===== src/rtl/operand_b_stage_if.sv =====
// Handshake and datapath bundle between decode and the ALU operand-B register stage.
// The slave modport is the stage itself; the master modport is the decode/EX side.
interface operand_b_stage_if #(
   parameter int XLEN = 32
);
   logic            valid_in;
   logic            ready_out;
   logic [31:0]     instr_in;
   logic [2:0]      imm_fmt_in;
   logic            imm_sel_in;
   logic [1:0]      fwd_sel_in;
   logic [XLEN-1:0] rs2_data_in;
   logic [XLEN-1:0] exmem_result_in;
   logic [XLEN-1:0] memwb_result_in;
   logic            flush_in;
   logic            valid_out;
   logic            ready_in;
   logic [XLEN-1:0] op_b_out;
   logic [XLEN-1:0] store_data_out;
   logic            imm_fmt_err_out;
   logic [XLEN-1:0] trace_imm;

   modport master (
      output valid_in, instr_in, imm_fmt_in, imm_sel_in, fwd_sel_in,
             rs2_data_in, exmem_result_in, memwb_result_in, flush_in, ready_in,
      input  ready_out, valid_out, op_b_out, store_data_out, imm_fmt_err_out, trace_imm
   );

   modport slave (
      input  valid_in, instr_in, imm_fmt_in, imm_sel_in, fwd_sel_in,
             rs2_data_in, exmem_result_in, memwb_result_in, flush_in, ready_in,
      output ready_out, valid_out, op_b_out, store_data_out, imm_fmt_err_out, trace_imm
   );
endinterface


===== src/rtl/operand_b_stage.sv =====
// ID/EX operand-B register: RV32I immediate decode, rs2 forwarding, operand-B select,
// and a registered store-data path behind a valid/ready handshake with stall and flush.
module operand_b_stage #(
   parameter int XLEN   = 32,
   parameter bit FWD_EN = 1'b1
) (
   input logic               clk,
   input logic               rst_n,
   operand_b_stage_if.slave  bus
);
   localparam logic [2:0] FMT_I = 3'd0;
   localparam logic [2:0] FMT_S = 3'd1;
   localparam logic [2:0] FMT_B = 3'd2;
   localparam logic [2:0] FMT_U = 3'd3;
   localparam logic [2:0] FMT_J = 3'd4;

   logic signed [31:0] imm32;
   logic [XLEN-1:0]    imm;
   logic               fmt_err;
   logic [XLEN-1:0]    fwd_rs2;
   logic               load;

   logic               valid_q;
   logic [XLEN-1:0]    op_b_q;
   logic [XLEN-1:0]    store_q;
   logic [XLEN-1:0]    imm_q;
   logic               err_q;

   // The opcode field never contributes to an immediate.
   logic unused_opcode;
   assign unused_opcode = ^bus.instr_in[6:0];

   // NOTE: every always_comb output gets a default first, so no path can infer a latch.
   always_comb begin
      imm32   = '0;
      fmt_err = 1'b0;
      case (bus.imm_fmt_in)
         FMT_I: imm32 = {{20{bus.instr_in[31]}}, bus.instr_in[31:20]};
         FMT_S: imm32 = {{20{bus.instr_in[31]}}, bus.instr_in[31:25], bus.instr_in[11:7]};
         FMT_B: imm32 = {{19{bus.instr_in[31]}}, bus.instr_in[31], bus.instr_in[7],
                         bus.instr_in[30:25], bus.instr_in[11:8], 1'b0};
         FMT_U: imm32 = {bus.instr_in[31:12], 12'b0};
         FMT_J: imm32 = {{11{bus.instr_in[31]}}, bus.instr_in[31], bus.instr_in[19:12],
                         bus.instr_in[20], bus.instr_in[30:21], 1'b0};
         default: fmt_err = 1'b1;
      endcase
   end

   // Signed size cast extends bit 31 out to the full datapath width.
   assign imm = XLEN'(imm32);

   always_comb begin
      fwd_rs2 = bus.rs2_data_in;
      if (FWD_EN) begin
         case (bus.fwd_sel_in)
            2'b01:   fwd_rs2 = bus.exmem_result_in;
            2'b10:   fwd_rs2 = bus.memwb_result_in;
            default: fwd_rs2 = bus.rs2_data_in;
         endcase
      end
   end

   assign bus.ready_out = !valid_q || bus.ready_in;
   assign load          = bus.valid_in && bus.ready_out && !bus.flush_in;

   // NOTE: sequential state uses non-blocking assignments only, so every register
   // samples pre-edge values regardless of statement order.
   always_ff @(posedge clk or negedge rst_n) begin
      if (!rst_n) begin
         // NOTE: data registers are reset too, so outputs read zero (never X) after reset.
         valid_q <= 1'b0;
         op_b_q  <= '0;
         store_q <= '0;
         imm_q   <= '0;
         err_q   <= 1'b0;
      end else if (bus.flush_in) begin
         valid_q <= 1'b0;
      end else if (load) begin
         valid_q <= 1'b1;
         op_b_q  <= bus.imm_sel_in ? imm : fwd_rs2;
         store_q <= fwd_rs2;
         imm_q   <= imm;
         err_q   <= fmt_err;
      end else if (bus.ready_in) begin
         valid_q <= 1'b0;
      end
   end

   assign bus.valid_out       = valid_q;
   assign bus.op_b_out        = op_b_q;
   assign bus.store_data_out  = store_q;
   assign bus.trace_imm       = imm_q;
   assign bus.imm_fmt_err_out = err_q;
endmodule

===== src/flat_wrapper.sv =====
// flat-port wrapper written by rule: the top's interface ports become plain ports
module operand_b_stage_flat 
#(
   parameter int XLEN   = 32,
   parameter bit FWD_EN = 1'b1
)
  (clk, rst_n, bus_valid_in, bus_instr_in, bus_imm_fmt_in, bus_imm_sel_in, bus_fwd_sel_in, bus_rs2_data_in, bus_exmem_result_in, bus_memwb_result_in, bus_flush_in, bus_ready_in, bus_ready_out, bus_valid_out, bus_op_b_out, bus_store_data_out, bus_imm_fmt_err_out, bus_trace_imm);
  operand_b_stage_if #(.XLEN(XLEN)) bus_i ();
  input logic clk;
  input logic rst_n;
  input wire logic [$bits(bus_i.valid_in)-1:0] bus_valid_in;
  input wire logic [$bits(bus_i.instr_in)-1:0] bus_instr_in;
  input wire logic [$bits(bus_i.imm_fmt_in)-1:0] bus_imm_fmt_in;
  input wire logic [$bits(bus_i.imm_sel_in)-1:0] bus_imm_sel_in;
  input wire logic [$bits(bus_i.fwd_sel_in)-1:0] bus_fwd_sel_in;
  input wire logic [$bits(bus_i.rs2_data_in)-1:0] bus_rs2_data_in;
  input wire logic [$bits(bus_i.exmem_result_in)-1:0] bus_exmem_result_in;
  input wire logic [$bits(bus_i.memwb_result_in)-1:0] bus_memwb_result_in;
  input wire logic [$bits(bus_i.flush_in)-1:0] bus_flush_in;
  input wire logic [$bits(bus_i.ready_in)-1:0] bus_ready_in;
  output wire logic [$bits(bus_i.ready_out)-1:0] bus_ready_out;
  output wire logic [$bits(bus_i.valid_out)-1:0] bus_valid_out;
  output wire logic [$bits(bus_i.op_b_out)-1:0] bus_op_b_out;
  output wire logic [$bits(bus_i.store_data_out)-1:0] bus_store_data_out;
  output wire logic [$bits(bus_i.imm_fmt_err_out)-1:0] bus_imm_fmt_err_out;
  output wire logic [$bits(bus_i.trace_imm)-1:0] bus_trace_imm;
  assign bus_i.valid_in = bus_valid_in;
  assign bus_i.instr_in = bus_instr_in;
  assign bus_i.imm_fmt_in = bus_imm_fmt_in;
  assign bus_i.imm_sel_in = bus_imm_sel_in;
  assign bus_i.fwd_sel_in = bus_fwd_sel_in;
  assign bus_i.rs2_data_in = bus_rs2_data_in;
  assign bus_i.exmem_result_in = bus_exmem_result_in;
  assign bus_i.memwb_result_in = bus_memwb_result_in;
  assign bus_i.flush_in = bus_flush_in;
  assign bus_i.ready_in = bus_ready_in;
  assign bus_ready_out = bus_i.ready_out;
  assign bus_valid_out = bus_i.valid_out;
  assign bus_op_b_out = bus_i.op_b_out;
  assign bus_store_data_out = bus_i.store_data_out;
  assign bus_imm_fmt_err_out = bus_i.imm_fmt_err_out;
  assign bus_trace_imm = bus_i.trace_imm;
  operand_b_stage #(.XLEN(XLEN), .FWD_EN(FWD_EN)) u_core (.clk(clk), .rst_n(rst_n), .bus(bus_i));
endmodule

===== config.mk =====
export PLATFORM = sky130hd
export DESIGN_NAME = operand_b_stage_flat
export DESIGN_NICKNAME = d
export VERILOG_FILES = /design/src/rtl/operand_b_stage_if.sv /design/src/rtl/operand_b_stage.sv /design/src/flat_wrapper.sv
export SDC_FILE = /design/constraint.sdc
export NUM_CORES = 1
export LEC_CHECK = 0
export BUFFER_PORTS_ARGS = -buffer_cell sky130_fd_sc_hd__buf_2
export CAP_MARGIN = 30
export CELL_PAD_IN_SITES_DETAIL_PLACEMENT = 0
export CELL_PAD_IN_SITES_GLOBAL_PLACEMENT = 1
export CORE_ASPECT_RATIO = 0.9
export CORE_MARGIN = 2
export CORE_UTILIZATION = 37
export DETAILED_ROUTE_END_ITERATION = 16
export PLACE_DENSITY_LB_ADDON = 0.1
export SETUP_SLACK_MARGIN = 0.3
export SYNTH_ARGS = -nofsm -noshare
export SYNTH_HDL_FRONTEND = slang
export SYNTH_SLANG_ARGS = --single-unit

===== constraint.sdc =====
create_clock -name clk -period 4 [get_ports clk]
set_input_delay 0.8 -clock clk [delete_from_list [all_inputs] [get_ports clk]]
set_output_delay 0.8 -clock clk [all_outputs]
set_load 0.02 [all_outputs]

After elaboration in Yosys (flattened, before gate mapping) --
Cells that the tools add are included.
Word-level totals: register bits after elaboration 98, logic and storage cells 28, output and inout port bits 99
Operators by class: bitwise logic cells 1, multiplexer cells 7, reduce and logical (&&, ||, !) cells 9, equal/unequal tests 6
Operators with widths (number):
- 32-bit case mux with 5 select lines | 1
- 32-bit case mux with 2 select lines | 1
- 32-bit 2-to-1 mux | 1
- 3-bit by 2-bit == test with 1-bit output, second input constant | 2
- 5-bit OR reduction | 1
- 1-bit 2-to-1 mux | 4
- 3-bit by 1-bit == test with 1-bit output, second input constant | 1
- 3-bit == test, second input constant | 1
- 3-bit logical NOT | 1
- 3-bit nonzero test | 1
- 2-bit by 1-bit == test with 1-bit output, second input constant | 1
- 2-bit == test, second input constant | 1
- 1-bit logical AND | 2
- 1-bit logical NOT | 2
- 2-bit AND reduction | 1
- 1-bit logical OR | 1
- 1-bit NOT | 1

Depth between registers and ports, before layout --
depth after elaboration 6, gate-level depth with buffers 6, mapped depth without buffers 5

Worst setup path before layout --
OpenSTA, ideal clock, no wires.
kind input port to flip-flop, from input bus_fwd_sel_in[0], to register u_core.store_q[0] (netlist: u_core.bus.store_data_out[0]), arrival 1863 ps, path slack 2012 ps, cell stages on the path 6, path buffers 1, cells stage by stage inv_1 ha_1 inv_1 clkbuf_1 a21oi_1 mux2_2
On the way: cells in the longest elaborated chain, start to end 2, elaborated cells on any way between the ends 3, classes of those cells 2 x eq/ne; 1 x mux
Ends and longest elaborated chain:
- start: declaration | line flat_wrapper.sv:15 | input wire logic [$bits(bus_i.fwd_sel_in)-1:0] bus_fwd_sel_in;
- 2-bit == test or 2-bit by 1-bit == test with 1-bit output (tied branches) | line operand_b_stage.sv:55 | case (bus.fwd_sel_in)
- 32-bit case mux with 2 select lines * | line operand_b_stage.sv:55
- end signal: assignment | line operand_b_stage.sv:81 | store_q <= fwd_rs2;
- end: declaration | line operand_b_stage.sv:25 | logic [XLEN-1:0] store_q;
Mark *: on every way between the ends. The rest lies on a longest branch, timed or not. A chain may end at the register's enable or synchronous reset.

Final worst setup path --
from input bus_ready_in, to output bus_ready_out
On the way: cells in the longest elaborated chain, start to end 1
Ends and longest elaborated chain:
- start: declaration | line flat_wrapper.sv:20 | input wire logic [$bits(bus_i.ready_in)-1:0] bus_ready_in;
- 1-bit logical OR | line operand_b_stage.sv:63 | assign bus.ready_out = !valid_q || bus.ready_in;
- end: declaration | line flat_wrapper.sv:21 | output wire logic [$bits(bus_i.ready_out)-1:0] bus_ready_out;
Every way passes these cells.

==> flow_summary.html <==
<table>
<tr><th>Metric</th><th>Value</th></tr>
<tr><th colspan="2">Worst setup path</th></tr>
<tr><td>Required time at the endpoint of the critical path</td><td>3200 ps</td></tr>
<tr><td>Category of the worst setup path capture point</td><td>output port</td></tr>
<tr><td>WP data arrival</td><td>1780 ps</td></tr>
<tr><td>CP Class</td><td>in2out</td></tr>
<tr><td>Startpoint class of the critical path</td><td>primary input</td></tr>
<tr><td>Largest fanout on the critical path</td><td>24</td></tr>
<tr><th colspan="2">GRT</th></tr>
<tr><td>First-pass GRT wire length</td><td>27600 µm</td></tr>
<tr><td>GRT overflow</td><td>0</td></tr>
<tr><td>Pin count of the biggest net entering global routing</td><td>94</td></tr>
<tr><td>Vias in the first global route</td><td>4824</td></tr>
<tr><td>Antenna violations before repair</td><td>1</td></tr>
<tr><td>Global-route usage over all layers</td><td>24.40%</td></tr>
<tr><th colspan="2">Outcome</th></tr>
<tr><td>Outcome</td><td>finished, final reports clean</td></tr>
<tr><th colspan="2">Pwr</th></tr>
<tr><td>PwrDens</td><td>464.0 nW/µm²</td></tr>
<tr><td>Switching Power</td><td>1.048 mW</td></tr>
<tr><td>Max rail drop VDD</td><td>a little under 0.2 mV</td></tr>
<tr><td>Power share of the sequential group</td><td>40.6%</td></tr>
<tr><td>Switching share of power</td><td>34.23%</td></tr>
<tr><td>P_int</td><td>2.013 mW</td></tr>
<tr><td>Static leakage</td><td>3.088 nW</td></tr>
<tr><td>Combinational fraction of design power</td><td>29.2%</td></tr>
<tr><td>Total Power</td><td>3.061 mW</td></tr>
<tr><td>Clock network power share</td><td>30.1%</td></tr>
<tr><th colspan="2">Logic synthesis</th></tr>
<tr><td>Synthesized instance count</td><td>around 520</td></tr>
<tr><td>Yosys top cell area share</td><td>48.16%</td></tr>
<tr><td>Average cell area after synthesis</td><td>9.888 µm²</td></tr>
<tr><td>Cell type with the largest total area after synthesis</td><td>sky130_fd_sc_hd__dfrtp_1</td></tr>
<tr><td>Dominant cells by area after synthesis</td><td>sky130_fd_sc_hd__dfrtp_1 48%, sky130_fd_sc_hd__o21ai_0 18%, sky130_fd_sc_hd__a221o_1 5.9%</td></tr>
<tr><td>Number of flip-flops and latches in the synthesized netlist</td><td>98</td></tr>
<tr><td>Area of the mapped netlist</td><td>5092 µm²</td></tr>
<tr><td>Total nets after synthesis</td><td>656</td></tr>
<tr><td>Distinct cell type count after synthesis</td><td>34</td></tr>
<tr><td>Syn. warnings</td><td>0</td></tr>
<tr><td>Proportion of synthesized chip area in sequential cells</td><td>48.16%</td></tr>
<tr><th colspan="2">Clock tree</th></tr>
<tr><td>H-tree depth reported by CTS</td><td>3</td></tr>
<tr><td>Total CTS buffers</td><td>9</td></tr>
<tr><td>Clock slew at reported path FFs</td><td>60 ps</td></tr>
<tr><td>Count of hold-fix buffers inserted at cts</td><td>0</td></tr>
<tr><td>TritonCTS clock tree</td><td>built</td></tr>
<tr><td>Number of buffers inserted by post-CTS setup repair</td><td>0</td></tr>
<tr><td>CTS Root Cell</td><td>sky130_fd_sc_hd__clkbuf_16</td></tr>
<tr><td>Total number of clock tree sinks</td><td>98</td></tr>
<tr><td>Number of cells upsized or downsized after cts</td><td>0</td></tr>
<tr><td>Source-to-sink clock delay at the later pin of the worst-skew pair</td><td>350 ps</td></tr>
<tr><td>Clock Tree Buf Depth</td><td>2</td></tr>
<tr><th colspan="2">Final layout</th></tr>
<tr><td>NumNets Final</td><td>849</td></tr>
<tr><td># fillers</td><td>1305</td></tr>
<tr><td>Area growth from synthesis to layout</td><td>29.53%</td></tr>
<tr><td>Core utilization of the finished layout</td><td>49.18%</td></tr>
<tr><td>Footprint of the multi-input gates</td><td>2361 µm²</td></tr>
<tr><td>Fraction of layout instances using a drive strength above 1</td><td>38.48%</td></tr>
<tr><td>Flip-flop and latch area</td><td>2452 µm²</td></tr>
<tr><th colspan="2">Floorplan</th></tr>
<tr><td>Die outline area</td><td>14720 µm²</td></tr>
<tr><td>Starting utilization of the core area</td><td>roughly 38%</td></tr>
<tr><td>Core Area</td><td>between 10000 and 15000 µm²</td></tr>
<tr><td>Std cell rows</td><td>40</td></tr>
<tr><td>Die Y-Extent</td><td>around 120 µm</td></tr>
<tr><td>Ports</td><td>238</td></tr>
<tr><td>Overall die width</td><td>127.7 µm</td></tr>
<tr><th colspan="2">Hold path</th></tr>
<tr><td>Worst min-delay path category</td><td>in2async</td></tr>
<tr><th colspan="2">Placed design</th></tr>
<tr><td>HPWL Detailed</td><td>12650 µm</td></tr>
<tr><td>Count of port buffers added during placement</td><td>230</td></tr>
<tr><td>Final weighted congestion of routability-driven global placement</td><td>0.8241</td></tr>
<tr><th colspan="2">Detailed routing</th></tr>
<tr><td>Post-route ant nets</td><td>0</td></tr>
<tr><td>Mean routed wirelength per cell</td><td>just over 20 µm</td></tr>
<tr><td>Number of DRC violations after detailed routing</td><td>0</td></tr>
<tr><td>DR iter-0 viols</td><td>438</td></tr>
<tr><td>Met1 WL</td><td>8358 µm</td></tr>
<tr><td>Routed via count</td><td>5194</td></tr>
<tr><td>Max layer used</td><td>met4</td></tr>
<tr><td>Met2 layer wire length in the routed design</td><td>slightly above 8000 µm</td></tr>
<tr><td>Sum of routed wire length over all layers</td><td>18030 µm</td></tr>
<tr><td>Met3 Wirelength</td><td>1224 µm</td></tr>
<tr><td>Vias per inst</td><td>5.896</td></tr>
<tr><td>Initial DRT Pass Iterations</td><td>5</td></tr>
<tr><th colspan="2">STA</th></tr>
<tr><td>Portion of the clock cycle consumed by the worst path in the final layout</td><td>64.48%</td></tr>
<tr><td>Final Hold Violating Endpoints</td><td>0</td></tr>
<tr><td>Worst clock skew on the final layout</td><td>between 4 and 5 ps</td></tr>
<tr><td>Headroom to the max-slew limit</td><td>33.89%</td></tr>
<tr><td>Achievable clock frequency</td><td>387.7 MHz</td></tr>
<tr><td>Final setup viols</td><td>0</td></tr>
<tr><td>Transition time at the pin with the least slew margin</td><td>990.5 ps</td></tr>
<tr><td>Setup TNS</td><td>0 ps</td></tr>
<tr><td>Period minus WS final</td><td>2579 ps</td></tr>
<tr><td>RSZ-0062 raised after global routing</td><td>false</td></tr>
<tr><td>Slew Viols, Final</td><td>0</td></tr>
<tr><th colspan="2">Flow run</th></tr>
<tr><td>Max-capacitance violation count</td><td>0</td></tr>
</table>
[cells by family (layout without fill, tap and decap cells)]
group / Yosys count / in the layout / share of synthesized area (%)
AO/OA/AOI/OAI: 268 / 268 / 32.33
adder cells (fa/ha/maj): 3 / 3 / 0.7124
buffers and inverters: 65 / 262 / 5.676
flip-flops: 98 / 98 / 48.16
multiplexers: 3 / 3 / 0.6633
other: 0 / 1 / 0
AND/OR/NAND/NOR: 78 / 78 / 12.46
[sequential cells by signal, indices dropped and copies added (netlist names)]
signal / cells
u_core.bus.op_b_out: 32
u_core.bus.store_data_out: 32
u_core.bus.trace_imm: 32
u_core.bus.imm_fmt_err_out: 1
u_core.bus.valid_out: 1
[worst paths after layout]
kind	slack, ps	endpoint	cells after the start	startpoint
setup reg to reg	1810	u_core.bus.op_b_out[18]	4	u_core.bus.valid_out
max in group asynchronous	2620	u_core.bus.trace_imm[13]	2	rst_n
hold reg to reg	500	u_core.bus.trace_imm[14]	2	u_core.bus.trace_imm[14]
hold / removal	500	u_core.bus.store_data_out[4]	1	rst_n
min in group clk	500	u_core.bus.trace_imm[14]	2	u_core.bus.trace_imm[14]
setup / recovery	1420	bus_ready_out	4	bus_ready_in
[placed cells by master, fill, tap and decap left out, types with 6 or more instances in the layout]
cell and instances:
sky130_fd_sc_hd__nor4bb_1 11, sky130_fd_sc_hd__and4b_1 8, sky130_fd_sc_hd__and4bb_2 7, sky130_fd_sc_hd__dfrtp_1 98, sky130_fd_sc_hd__nand2b_1 6, sky130_fd_sc_hd__nand4b_1 11, sky130_fd_sc_hd__o21a_1 11, sky130_fd_sc_hd__buf_4 13
sky130_fd_sc_hd__buf_2 229, sky130_fd_sc_hd__o221ai_1 30, sky130_fd_sc_hd__o21ai_0 183, sky130_fd_sc_hd__nor4_1 7, sky130_fd_sc_hd__a221o_1 30, sky130_fd_sc_hd__clkbuf_16 9
[metal layers]
layer,vias up,GRT usage (%)
met3,15,5.212
met5,-,0
li1,2396,-
met2,219,36.83
met4,0,5.495
met1,2564,36.12
[through the flow]
stage	setup slack [ps]	cells	cell area [µm²]	hold slack, ps
floorplan	2012	515	5092	504.4
global placement	1284	865	6286	484.1
detailed placement	1214	865	6286	492.7
CTS	1426	880	6594	508.1
global route	1312	881	6596	531.6
finish	1421	881	6596	501.8
[critical path, stage by stage]
cell	delay (ps)
sky130_fd_sc_hd__buf_2	110
sky130_fd_sc_hd__nor2b_4	440
sky130_fd_sc_hd__inv_1	210
sky130_fd_sc_hd__buf_2	210
[power by group through the flow]
stage,clock network [mW],registers (mW),logic [mW]
detailed placement,0,1.26,0.902
global placement,0,1.25,0.887
floorplan,0,1.47,0.305
global route,0.981,1.26,0.977
CTS,0.938,1.24,0.902
finish,0.922,1.24,0.895
[area by class of cell]
cell class / count / area share (%)
Antenna cell: 1 / 0.03794
Clock buffer: 9 / 3.414
Clock inverter: 6 / 1.252
Inverter: 5 / 0.2845
Multi-Input combinational cell: 352 / 35.79
Sequential cell: 98 / 37.18
Tap cell: 168 / 3.187
Timing Repair Buffer: 242 / 18.85
[synth_stat cells]
| library cell | instances |
|---|---|
| sky130_fd_sc_hd__inv_1 | 5 |
| sky130_fd_sc_hd__dfrtp_1 | 98 |
| sky130_fd_sc_hd__and4b_1 | 8 |
| sky130_fd_sc_hd__a221o_1 | 30 |
| sky130_fd_sc_hd__clkbuf_2 | 2 |
| sky130_fd_sc_hd__nand2_1 | 3 |
| sky130_fd_sc_hd__nand3_1 | 3 |
| sky130_fd_sc_hd__and4bb_2 | 7 |
| sky130_fd_sc_hd__nor3b_1 | 4 |
| sky130_fd_sc_hd__a22oi_1 | 2 |
| sky130_fd_sc_hd__nor2b_1 | 3 |
| sky130_fd_sc_hd__or3_1 | 1 |
| sky130_fd_sc_hd__o221ai_1 | 30 |
| sky130_fd_sc_hd__a21oi_1 | 4 |
| sky130_fd_sc_hd__buf_6 | 4 |
| sky130_fd_sc_hd__maj3_2 | 1 |
| sky130_fd_sc_hd__nor3b_2 | 2 |
| sky130_fd_sc_hd__o21ai_0 | 183 |
| sky130_fd_sc_hd__a31oi_1 | 2 |
| sky130_fd_sc_hd__o21a_1 | 11 |
| sky130_fd_sc_hd__nor4_1 | 7 |
| sky130_fd_sc_hd__o21ai_1 | 4 |
| sky130_fd_sc_hd__clkbuf_1 | 44 |
| sky130_fd_sc_hd__mux2_2 | 3 |
| sky130_fd_sc_hd__nand4b_1 | 11 |
| sky130_fd_sc_hd__ha_1 | 2 |
| sky130_fd_sc_hd__nor4_2 | 1 |
| sky130_fd_sc_hd__buf_2 | 10 |
| sky130_fd_sc_hd__a211o_1 | 2 |
| sky130_fd_sc_hd__nor2b_4 | 1 |
| sky130_fd_sc_hd__nand2b_1 | 7 |
| sky130_fd_sc_hd__nor3_1 | 5 |
| sky130_fd_sc_hd__nor2_1 | 4 |
| sky130_fd_sc_hd__nor4bb_1 | 11 |
(Power assumes the default switching activity.)
